--- src/rtl/gomoku_kb_pkg.sv ---
// Shared keypad definitions: FSM states, idle row value, code field layout.
// Used by keypad_scanner and by the game controller for x/y entry.
package gomoku_kb_pkg;

    typedef enum logic [1:0] {
        ST_SCAN,
        ST_DEBOUNCE,
        ST_HELD,
        ST_RELEASE
    } kb_state_e;

    localparam logic [3:0] KEY_NONE = 4'b1111;

    localparam int KEY_ROW_MSB = 3;
    localparam int KEY_ROW_LSB = 2;
    localparam int KEY_COL_MSB = 1;
    localparam int KEY_COL_LSB = 0;

    function automatic logic [3:0] col_drive(input logic [1:0] c);
        logic [3:0] d;
        d = 4'b1111;
        d[2'd3 - c] = 1'b0;
        return d;
    endfunction

    // Lowest row index wins, i.e. bit 3 has top priority.
    function automatic logic [1:0] row_index(input logic [3:0] rows);
        logic [1:0] r;
        r = 2'd3;
        if (!rows[3])
            r = 2'd0;
        else if (!rows[2])
            r = 2'd1;
        else if (!rows[1])
            r = 2'd2;
        return r;
    endfunction

    function automatic logic [3:0] make_code(input logic [1:0] r,
                                             input logic [1:0] c);
        logic [3:0] k;
        k = '0;
        k[KEY_ROW_MSB:KEY_ROW_LSB] = r;
        k[KEY_COL_MSB:KEY_COL_LSB] = c;
        return k;
    endfunction

endpackage

--- src/rtl/kb_scan_tick.sv ---
// Scan-tick prescaler: one-clk tick every SCAN_DIV clks while enabled.
// Disabling clears the count so the next enable starts a fresh period.
module kb_scan_tick #(
    parameter int SCAN_DIV = 25000
) (
    input  logic clk,
    input  logic rst,
    input  logic en,
    output logic tick
);

    localparam int PW = (SCAN_DIV > 1) ? $clog2(SCAN_DIV) : 1;
    localparam logic [PW-1:0] LAST = PW'(SCAN_DIV - 1);

    logic [PW-1:0] pcnt;

    always_ff @(posedge clk) begin
        if (rst || !en)
            pcnt <= '0;
        else if (pcnt == LAST)
            pcnt <= '0;
        else
            pcnt <= pcnt + PW'(1);
    end

    assign tick = en && !rst && (pcnt == LAST);

endmodule

--- src/rtl/keypad_scanner.sv ---
// 4x4 matrix keypad scanner with debounce; one key_valid per press.
// Define KEYPAD_AUTOREPEAT_EN to re-pulse key_valid every REPEAT_TICKS while held.
module keypad_scanner
    import gomoku_kb_pkg::*;
#(
    parameter int SCAN_DIV       = 25000,
    parameter int DEBOUNCE_TICKS = 4,
    parameter int REPEAT_TICKS   = 200
) (
    input  logic       clk,
    input  logic       rst,
    input  logic       scan_en,
    input  logic [3:0] keyboard_row,
    output logic [3:0] keyboard_col,
    output logic       key_valid,
    output logic [3:0] key_code,
    output logic       key_down
);

    localparam int CNT_MAX = (DEBOUNCE_TICKS > REPEAT_TICKS) ?
                             DEBOUNCE_TICKS : REPEAT_TICKS;
    localparam int CW = $clog2(CNT_MAX + 1);
    localparam logic [CW-1:0] DB_LAST = CW'(DEBOUNCE_TICKS);

    logic [3:0] row_s1, row_s2;
    logic       tick;

    kb_state_e   state_q, state_d;
    logic [1:0]  col_q, col_d;
    logic [1:0]  cand_q, cand_d;
    logic [CW-1:0] cnt_q, cnt_d;
    logic        down_q, down_d;
    logic [3:0]  code_q, code_d;
    logic        valid;

`ifdef KEYPAD_AUTOREPEAT_EN
    localparam logic [CW-1:0] RP_LAST = CW'(REPEAT_TICKS);
    logic [CW-1:0] rep_q, rep_d;
`endif

    always_ff @(posedge clk) begin
        if (rst) begin
            row_s1 <= KEY_NONE;
            row_s2 <= KEY_NONE;
        end else begin
            row_s1 <= keyboard_row;
            row_s2 <= row_s1;
        end
    end

    kb_scan_tick #(
        .SCAN_DIV (SCAN_DIV)
    ) u_tick (
        .clk  (clk),
        .rst  (rst),
        .en   (scan_en),
        .tick (tick)
    );

    logic          hit;
    logic          same;
    logic [1:0]    srow;
    logic [CW-1:0] cnt_inc;

    assign hit     = (row_s2 != KEY_NONE);
    assign srow    = row_index(row_s2);
    assign same    = hit && (srow == cand_q);
    assign cnt_inc = cnt_q + CW'(1);

    always_comb begin
        state_d = state_q;
        col_d   = col_q;
        cand_d  = cand_q;
        cnt_d   = cnt_q;
        down_d  = down_q;
        code_d  = code_q;
        valid   = 1'b0;
`ifdef KEYPAD_AUTOREPEAT_EN
        rep_d   = rep_q;
`endif
        if (!scan_en) begin
            state_d = ST_SCAN;
            col_d   = 2'd0;
            cnt_d   = '0;
            down_d  = 1'b0;
`ifdef KEYPAD_AUTOREPEAT_EN
            rep_d   = '0;
`endif
        end else if (tick) begin
            unique case (state_q)
                ST_SCAN: begin
                    if (hit) begin
                        cand_d  = srow;
                        cnt_d   = CW'(1);
                        state_d = ST_DEBOUNCE;
                    end else begin
                        col_d = col_q + 2'd1;
                    end
                end
                ST_DEBOUNCE: begin
                    if (same) begin
                        cnt_d = cnt_inc;
                        if (cnt_inc == DB_LAST) begin
                            valid   = 1'b1;
                            code_d  = make_code(cand_q, col_q);
                            down_d  = 1'b1;
                            cnt_d   = '0;
                            state_d = ST_HELD;
`ifdef KEYPAD_AUTOREPEAT_EN
                            rep_d   = '0;
`endif
                        end
                    end else begin
                        state_d = ST_SCAN;
                        col_d   = col_q + 2'd1;
                        cnt_d   = '0;
                    end
                end
                ST_HELD: begin
                    if (!hit) begin
                        cnt_d   = CW'(1);
                        state_d = ST_RELEASE;
                    end else begin
`ifdef KEYPAD_AUTOREPEAT_EN
                        if (rep_q + CW'(1) == RP_LAST) begin
                            valid  = 1'b1;
                            code_d = make_code(cand_q, col_q);
                            rep_d  = '0;
                        end else begin
                            rep_d = rep_q + CW'(1);
                        end
`endif
                    end
                end
                ST_RELEASE: begin
                    if (!hit) begin
                        cnt_d = cnt_inc;
                        if (cnt_inc == DB_LAST) begin
                            down_d  = 1'b0;
                            cnt_d   = '0;
                            col_d   = col_q + 2'd1;
                            state_d = ST_SCAN;
                        end
                    end else begin
                        cnt_d   = '0;
                        state_d = ST_HELD;
                    end
                end
                default: state_d = ST_SCAN;
            endcase
        end
    end

    always_ff @(posedge clk) begin
        if (rst) begin
            state_q <= ST_SCAN;
            col_q   <= 2'd0;
            cand_q  <= 2'd0;
            cnt_q   <= '0;
            down_q  <= 1'b0;
            code_q  <= 4'h0;
`ifdef KEYPAD_AUTOREPEAT_EN
            rep_q   <= '0;
`endif
        end else begin
            state_q <= state_d;
            col_q   <= col_d;
            cand_q  <= cand_d;
            cnt_q   <= cnt_d;
            down_q  <= down_d;
            code_q  <= code_d;
`ifdef KEYPAD_AUTOREPEAT_EN
            rep_q   <= rep_d;
`endif
        end
    end

    // key_valid shares the tick clk, so the code is presented alongside it
    assign key_valid    = valid;
    assign key_code     = valid ? make_code(cand_q, col_q) : code_q;
    assign key_down     = down_q;
    assign keyboard_col = scan_en ? col_drive(col_q) : 4'b1111;

endmodule
--- config.mk ---
export PLATFORM = sky130hd
export DESIGN_NAME = keypad_scanner
export DESIGN_NICKNAME = d
export VERILOG_FILES = /design/src/rtl/gomoku_kb_pkg.sv /design/src/rtl/kb_scan_tick.sv /design/src/rtl/keypad_scanner.sv
export SDC_FILE = /design/constraint.sdc
export NUM_CORES = 1
export LEC_CHECK = 0
export BUFFER_PORTS_ARGS = -buffer_cell sky130_fd_sc_hd__buf_2
export CAP_MARGIN = 20
export CORE_UTILIZATION = 45
export DETAILED_ROUTE_END_ITERATION = 6
export MAX_ROUTING_LAYER = met4
export PLACE_DENSITY = 0.65
export SYNTH_ARGS = -nofsm -noshare
export SYNTH_HDL_FRONTEND = slang
export SYNTH_SLANG_ARGS = --single-unit
export TNS_END_PERCENT = 10
--- constraint.sdc ---
create_clock -name clk -period 1.98 [get_ports clk]
set_input_delay 0.396 -clock clk [delete_from_list [all_inputs] [get_ports clk]]
set_output_delay 0.396 -clock clk [all_outputs]
set_load 0.005 [all_outputs]
# == Word level (Yosys, flattened, before mapping) ==
# Index checks and enable logic that the tools add are counted.
# op_classes
magnitude_cmp,2
bitwise_logic,2
eq_ne,17
n_mux,35
n_reduce_logical,18
add_sub_neg,4
# ops
operator,count
two-way mux 8 bit,5
one-hot mux 8 bit (4 select lines),1
two-way mux 2 bit,12
!= test 2 bit (second input constant),8
adder 15 x 1 -> 15 bit (second input constant),1
equality test 15 bit (second input constant),1
AND reduction 6 bit,2
two-way mux 1 bit,11
AND reduction 5 bit,2
adder 8 x 1 -> 8 bit (second input constant),1
equality test 8 x 3 -> 1 bit (second input constant),1
two-way mux 4 bit,2
one-hot mux 2 bit (4 select lines),1
!= test 3 bit (second input constant),2
one-hot mux 2 bit (3 select lines),1
equality test 2 bit (second input constant),2
logical AND 1 bit,4
!= test 4 bit (second input constant),1
NOT 4 bit,1
AND reduction 4 bit,1
OR reduction 2 bit,2
less-than comparator 2 x 3 -> 1 bit (second input constant),1
AND reduction 3 bit,1
nonzero test 3 bit,1
other kinds (12),13
# totals
output_inout_bits,10
register_bits,42
inputBits,7

# == Logic depth before layout (Yosys ltp) ==
# Gate-level depths: netlist of run 1.
# logic_depth
ltp_word,10
ltp_mapped,7

# == Hierarchy ==
# Synthesis of run 1 repeated with hierarchy kept, for this count alone.
# unflattened
cells_unflattened,236
hier_area_um2,2105.8
# by_module_without_submodules
mod,seq_area_each_um2,instances,area_per_inst_um2,cells_per_inst
keypad_scanner,540.5,1,1405.1,160
kb_scan_tick,300.3,1,700.7,76

# == Worst setup path after synthesis of run 1 ==
# No wires, ideal clock.
# synth_timing
path_type,register to output
from,reg cnt_q[3]
to,out key_code[2]
required_time_ps,1584
path_stages_with_launch,6
arrival_ps,1665
path_buffers,0
path_slack_ps,-81
cell_sequence,dfxtp_1 or4_4 or3_4 a211oi_4 nand3_1 nand2_1
# synth_between
elab_chain_len,8
# synth_rtl
element,line,text
from (decl),keypad_scanner.sv:31,"logic [CW-1:0] cnt_q, cnt_d;"
from (signal assigned),keypad_scanner.sv:169,cnt_q <= cnt_d;
adder 8 x 1 -> 8 bit,keypad_scanner.sv:68,assign cnt_inc = cnt_q + CW'(1);
equality test 8 x 3 -> 1 bit,keypad_scanner.sv:103,if (cnt_inc == DB_LAST) begin
two-way mux 1 bit,keypad_scanner.sv:103,
two-way mux 1 bit,keypad_scanner.sv:101,if (same) begin
two-way mux 1 bit,keypad_scanner.sv:90,unique case (state_q)
two-way mux 1 bit,keypad_scanner.sv:89,end else if (tick) begin
two-way mux 1 bit,keypad_scanner.sv:81,if (!scan_en) begin
two-way mux 4 bit,keypad_scanner.sv:180,"assign key_code = valid ? make_code(cand_q, col_q) : code_q;"
to (decl),keypad_scanner.sv:16,"output logic [3:0] key_code,"
# Every way passes these cells.

# == Final worst setup path of run 1 ==
# layout_timing
from,reg cnt_q[5]
to,out key_code[2]
# Same word-level chain as after synthesis.

==> flow_summary.yaml, run 1 <==
run_status:
  status: "finished, violations left"
  violations: "setup timing"
placement:
  post-dp-hpwl_mm: 3.01
  place_ws_ps: -238
  place_congestion: 0.803
  placed_area_um2: 2410
  dp.cells: 320
  port_buffers: 16
grt:
  grt.total_usage_pct: 19.4
  grt_pass1_wl_mm: 7.37
  grt_use_met1_pct: 26.1
  use_met3_pct: 3.65
  met2_usage_pct: 28.4
  grt_pass1_vias: 1673
  antenna_found_initial: 0
  grt_max_degree: 16
  grt-ovfl-total: 0
  grt_busiest_layer: "met2"
worst_setup_path:
  cp.required_ps: 1580
  cp-end-kind: "output port"
  arrival_ps: 2100
  crit_fanout: 4
  crit_type: "reg2out"
  critPathLaunchType: "flip-flop"
sta:
  rsz0062_at_grt: "true"
  slew_headroom_pct: 63.0
  final-setup-viol-count: 6
  holdWs_ps: 281
  post-route-period-util_pct: 126
  slew_violations: 0
  min_period_ps: 2490
  setup_ws_ps: -514
  finalHoldViolCount: 0
  finalClockSkew_ps: 4.60
  worstMarginPinSlew_ps: 551
  fmax_mhz: 401
floorplanning:
  dieArea_um2: 4770
  fp.dieH_um: 69.1
  ios: 17
  rows: 24
  start_util_pct: 46.8
  die_w_um: 69.1
  coreArea_um2: 4320
routing:
  postRouteAntennaNets: 0
  routed_wl_mm: 4.34
  drcViolationCount: 0
  wl_per_cell_um: 13.0
  dr.pass1.iters: 5
  viasPerCell: 5.24
  num_vias: 1756
  dr.first_iter.drc_count: 93
synth:
  yosys_warnings: 0
  synthCells: 221
  synth_cell_types: 51
  yosysTopAreaCell: "dfxtp_1"
  synthArstFlopShare_pct: 0
  synth-seq-cells: 42
  syn_avg_cell_area_um2: 9.16
  ys_seq_area_share_pct: 41.5
  synth_area_leaders: "dfxtp_1 42%, nand3_1 5.2%, xnor2_1 4.3%"
  netlist_area_um2: 2020
  yosys_most_used_dff: "dfxtp_1"
  synth_edf_count: 0
  synth_fp_nets: 234
  yosysTopAreaCellShare_pct: 41.5
layout:
  finalNonFillerCells: 335
  fin_area_um2: 2630
  areaGrowthSynthToFinish_pct: 29.7
  design.final.nets: 295
  antenna_cells: 0
  utilization_pct: 60.7
  drive_above_1_share_pct: 35.0
job:
  drv_cap: 0
clock_tree:
  clk_root_buffer_cell: "clkbuf_8"
  clk_latency_ps: 290
  clock_path_buffers: 2
  cts_made_buffers: 5
  path_clk_slew_ps: 80
  clock_sinks: 42
  h-tree-depth: 2
  cts_tree: "done"
pwr:
  powerDensity_nw_per_um2: 573
  ir_worst_vdd_mv: 0.301
  leakagePower_nw: 1.03
min_path:
  hold_class: "in2reg"
critical path: stages, from the launching register on:
cell	delay [ps]
dfxtp_2	320
or4_4	540
or3_4	360
a211oi_4	240
nand3_1	150
nand2_1	90
buf_2	100
cells by family (layout without fill, tap and decap cells):
family | count (synthesis) | count (layout) | share of synthesized area, %
AOI/OAI and AO/OA | 36 | 36 | 12.7
xor gates and xnor gates | 17 | 17 | 7.35
adders and majority gates | 6 | 6 | 3.71
buffers and inverters | 9 | 71 | 2.90
DFF | 42 | 42 | 41.5
muxes | 4 | 4 | 1.98
and+or+nand+nor | 107 | 107 | 29.9
cell type report:
type	instances	area [µm²]
inverter	3	11.3
timing repair buffer	60	425
clock inverter	2	12.5
multi-input combinational	170	1180
fill	397	1700
clock buffer	6	82.6
tap	52	65.1
sequential	42	846
where the power goes:
| part | switching (mW) | leakage, nW | internal [mW] |
|---|---|---|---|
| logic | 0.0406 | 0.643 | 0.0302 |
| registers | 0.00573 | 0.343 | 0.853 |
| clock network | 0.294 | 0.0472 | 0.280 |
sequential cells by signal (all words and copies together), names as in the netlist:
signal	count
col_q	2
state_q	2
code_q	4
row_s1	4
cnt_q	8
row_s2	4
key_down	1
u_tick.pcnt	15
cand_q	2
cells in the final DEF (no fill, tap or decap), types with 2 or more instances in the layout:
master     Yosys  routed
buf_6          0       4
o21ai_0        6       2
o21ai_1        2       5
o2bb2ai_1      3       3
dfxtp_2        0       4
ha_1           6       4
buf_4          1      40
nor3_1         3       3
buf_2          0      16
or2_2          8       8
inv_1          3       3
a211oi_1       2       2
dfxtp_1       42      38
nand2_1       18      18
clkbuf_8       1       6
and4_1         3       3
o211ai_1       4       4
nor2_1        23      22
mux2i_1        4       4
xnor2_1       10      10
a21oi_1        7       6
nand3_1       21      20
and3_1         5       5
nand4_1        2       2
nand2b_1       7       7
xor2_1         7       7
ha_2           0       2
cell usage after synthesis (3+ instances only):
master	instances
xor2_1	7
and3_1	5
and4_1	3
a21oi_1	7
dfxtp_1	42
inv_1	3
nand3_1	21
o2bb2ai_1	3
o211ai_1	4
mux2i_1	4
xnor2_1	10
nand2_1	18
nand2b_1	7
ha_1	6
or2_2	8
nor3_1	3
clkbuf_1	3
o21ai_0	6
nor2_1	23
routing by layer:
layer	wire length, µm	share of wire (%)	up-vias
li1	-	-	907
met1	2150	50	800
met2	1950	45	40
met3	192	4.4	9
met4	51	1.2	0
met5	0	0	-
metrics by stage:
step	power [mW]	TNS [ps]
3_3_place_gp	0.946	-1120
3_5_place_dp	0.946	-1150
6_report	1.50	-2690
5_1_grt	1.56	-3410
2_1_floorplan	0.917	-247
4_1_cts	1.52	-2720
worst paths after layout:
check                              from                      to  slack, ps  cells past startpoint
setup reg to reg  cnt_q[5]$_SDFFE_PP0P_  code_q[2]$_SDFFE_PP0P_       -360                     10
hold reg to reg    row_s1[0]$_SDFF_PP1_    row_s2[0]$_SDFF_PP1_        410                      1
hold / removal          keyboard_row[3]    row_s1[3]$_SDFF_PP1_        280                      2
setup / recovery  cnt_q[5]$_SDFFE_PP0P_             key_code[2]       -510                      6
timing repair:
action                     4_1_cts  5_1_grt
setup endpoints to repair        8       18
pin swaps                        5        1
setup buffers                    7        0
hold buffers                     0        0
resized for setup               10        9
hold endpoints to repair         0        0
Note: power is estimated with default switching activity, not from simulation.
==> inputs of run 2 (changes only) <==
--- a/config.mk
+++ b/config.mk
@@ -11,6 +11,7 @@
 export DETAILED_ROUTE_END_ITERATION = 6
 export MAX_ROUTING_LAYER = met4
 export PLACE_DENSITY = 0.65
+export SETUP_SLACK_MARGIN = 0.15
 export SYNTH_ARGS = -nofsm -noshare
 export SYNTH_HDL_FRONTEND = slang
 export SYNTH_SLANG_ARGS = --single-unit
==> run 2 against run 1 <==
- the flow still finishes with violations (setup timing)
- final cell count unchanged
- largest cell class unchanged
- sequential cell count unchanged
- largest power group unchanged
- clock power increased by 1%
- first-iteration DRC count increased by 18%
- utilization increased by 1.4 points
- final area increased by 2.3%
- power increased by 0.78%
- routed wire length increased by 3.1%
- count of clock-buffer cells in the layout unchanged
- clock skew increased by 2.3 ps
==> flow_summary.yaml, run 2 (synthesized netlist as in run 1, its figures left out) <==
run_status:
  status: "finished, violations left"
  violations: "setup timing"
floorplanning:
  rows: 24
  coreArea_um2: 4320
  ios: 17
  dieArea_um2: 4770
  die_w_um: 69.1
  fp.dieH_um: 69.1
  start_util_pct: 46.8
sta:
  slew_headroom_pct: 60.6
  slew_violations: 0
  setup_ws_ps: -542
  worstMarginPinSlew_ps: 586
  holdWs_ps: 276
  min_period_ps: 2520
  post-route-period-util_pct: 127
  final-setup-viol-count: 7
  tns_ps: -2930
  finalClockSkew_ps: 6.91
  finalHoldViolCount: 0
  fmax_mhz: 397
  rsz0062_at_grt: "true"
worst_setup_path:
  arrival_ps: 2130
  crit_type: "reg2out"
  crit_fanout: 4
  cp.required_ps: 1580
  critPathLaunchType: "flip-flop"
  cp-end-kind: "output port"
min_path:
  hold_class: "in2reg"
grt:
  grt_pass1_wl_mm: 7.55
  grt-ovfl-total: 0
  grt_pass1_vias: 1691
  grt_max_degree: 16
  antenna_found_initial: 0
  grt.total_usage_pct: 19.9
layout:
  final_common_cell: "buf_4"
  max_flop_register: "u_tick.pcnt"
  nFillCells: 374
  areaGrowthSynthToFinish_pct: 32.7
  largest_reg_flops: 15
  register_area_um2: 850
  utilization_pct: 62.1
  multi_input_area_um2: 1240
  largestRegisters: "u_tick.pcnt (15), cnt_q (8)"
  drive_above_1_share_pct: 38.2
  antenna_cells: 0
  finalNonFillerCells: 335
  layout_common_cells: "39 x buf_4, 35 x dfxtp_1, 22 x nor2_1, 19 x nand3_1, 17 x nand2_1"
  design.final.nets: 295
placement:
  place_ws_ps: -238
  port_buffers: 16
  post-dp-hpwl_mm: 3.01
  dp.cells: 320
  place_congestion: 0.803
routing:
  viasPerCell: 5.23
  routed_wl_mm: 4.48
  drcViolationCount: 0
  dr.first_iter.drc_count: 110
  dr.pass1.iters: 4
  postRouteAntennaNets: 0
  num_vias: 1752
  wl_per_cell_um: 13.4
clock_tree:
  path_clk_slew_ps: 80
  cts_hold_buf: 0
  h-tree-depth: 2
  clock_sinks: 42
  clock_path_buffers: 2
  clk_root_buffer_cell: "clkbuf_8"
  cts_tree: "done"
  cts_made_buffers: 5
  clk_latency_ps: 290
pwr:
  ir_worst_vdd_mv: 0.312
  powerDensity_nw_per_um2: 564
  leakagePower_nw: 1.04
job:
  drv_cap: 0
run 2: cell counts in the layout (fill, tap and decap cells not counted):
Identical to the previous run, type by type.
run 2: layout make-up:
| class | instances | area share, % |
|---|---|---|
| multi-input cells | 170 | 46.0 |
| flip-flops and latches | 42 | 31.6 |
| repair buffers | 60 | 16.0 |
| clock buffers | 6 | 3.07 |
| well taps | 52 | 2.42 |
| clock inverters | 2 | 0.466 |
| inverters | 3 | 0.419 |
run 2: per-layer routing:
| metal | vias up | GRT usage [%] | share of wire (%) | routed length (µm) |
|---|---|---|---|---|
| li1 | 905 | - | - | - |
| met1 | 799 | 26.6 | 51 | 2260 |
| met2 | 39 | 29.6 | 44 | 1980 |
| met3 | 9 | 3.65 | 3.8 | 172 |
| met4 | 0 | 8.16 | 1.4 | 64 |
| met5 | - | - | 0 | 0 |
run 2: critical path: stages, from the launching register on:
cell      delay, ps
dfxtp_2         320
or4_4           550
or3_4           360
a211oi_4        270
nand3_1         140
nand2_1          80
buf_2           100
run 2: per-stage QoR:
stage / instance area [µm²] / total power, mW
floorplan: 2030 / 0.917
global placement: 2410 / 0.946
detailed placement: 2410 / 0.946
CTS: 2640 / 1.52
global route: 2690 / 1.57
finish: 2690 / 1.52
run 2: what timing repair did:
action,in CTS,in global routing
cloned,0,0
setup buffers,7,0
pin swaps,9,5
resized for setup,19,13
endpoints found under the setup margin,20,21
run 2: where the power goes:
part | switching, mW | internal [mW] | leakage [nW] | total [mW]
Combinational | 0.0415 | 0.0322 | 0.648 | 0.0737
Sequential | 0.00713 | 0.854 | 0.343 | 0.861
Clock | 0.301 | 0.280 | 0.0472 | 0.581
run 2: path summary, 6_finish.rpt:
| kind | from | cells after the start | slack, ps | end |
|---|---|---|---|---|
| setup / recovery | cnt_q[5]$_SDFFE_PP0P_ | 6 | -540 | key_code[3] |
| hold reg to reg | row_s1[0]$_SDFF_PP1_ | 1 | 410 | row_s2[0]$_SDFF_PP1_ |
| hold / removal | keyboard_row[3] | 2 | 280 | row_s1[3]$_SDFF_PP1_ |
| setup reg to reg | cnt_q[5]$_SDFFE_PP0P_ | 10 | -380 | code_q[2]$_SDFFE_PP0P_ |
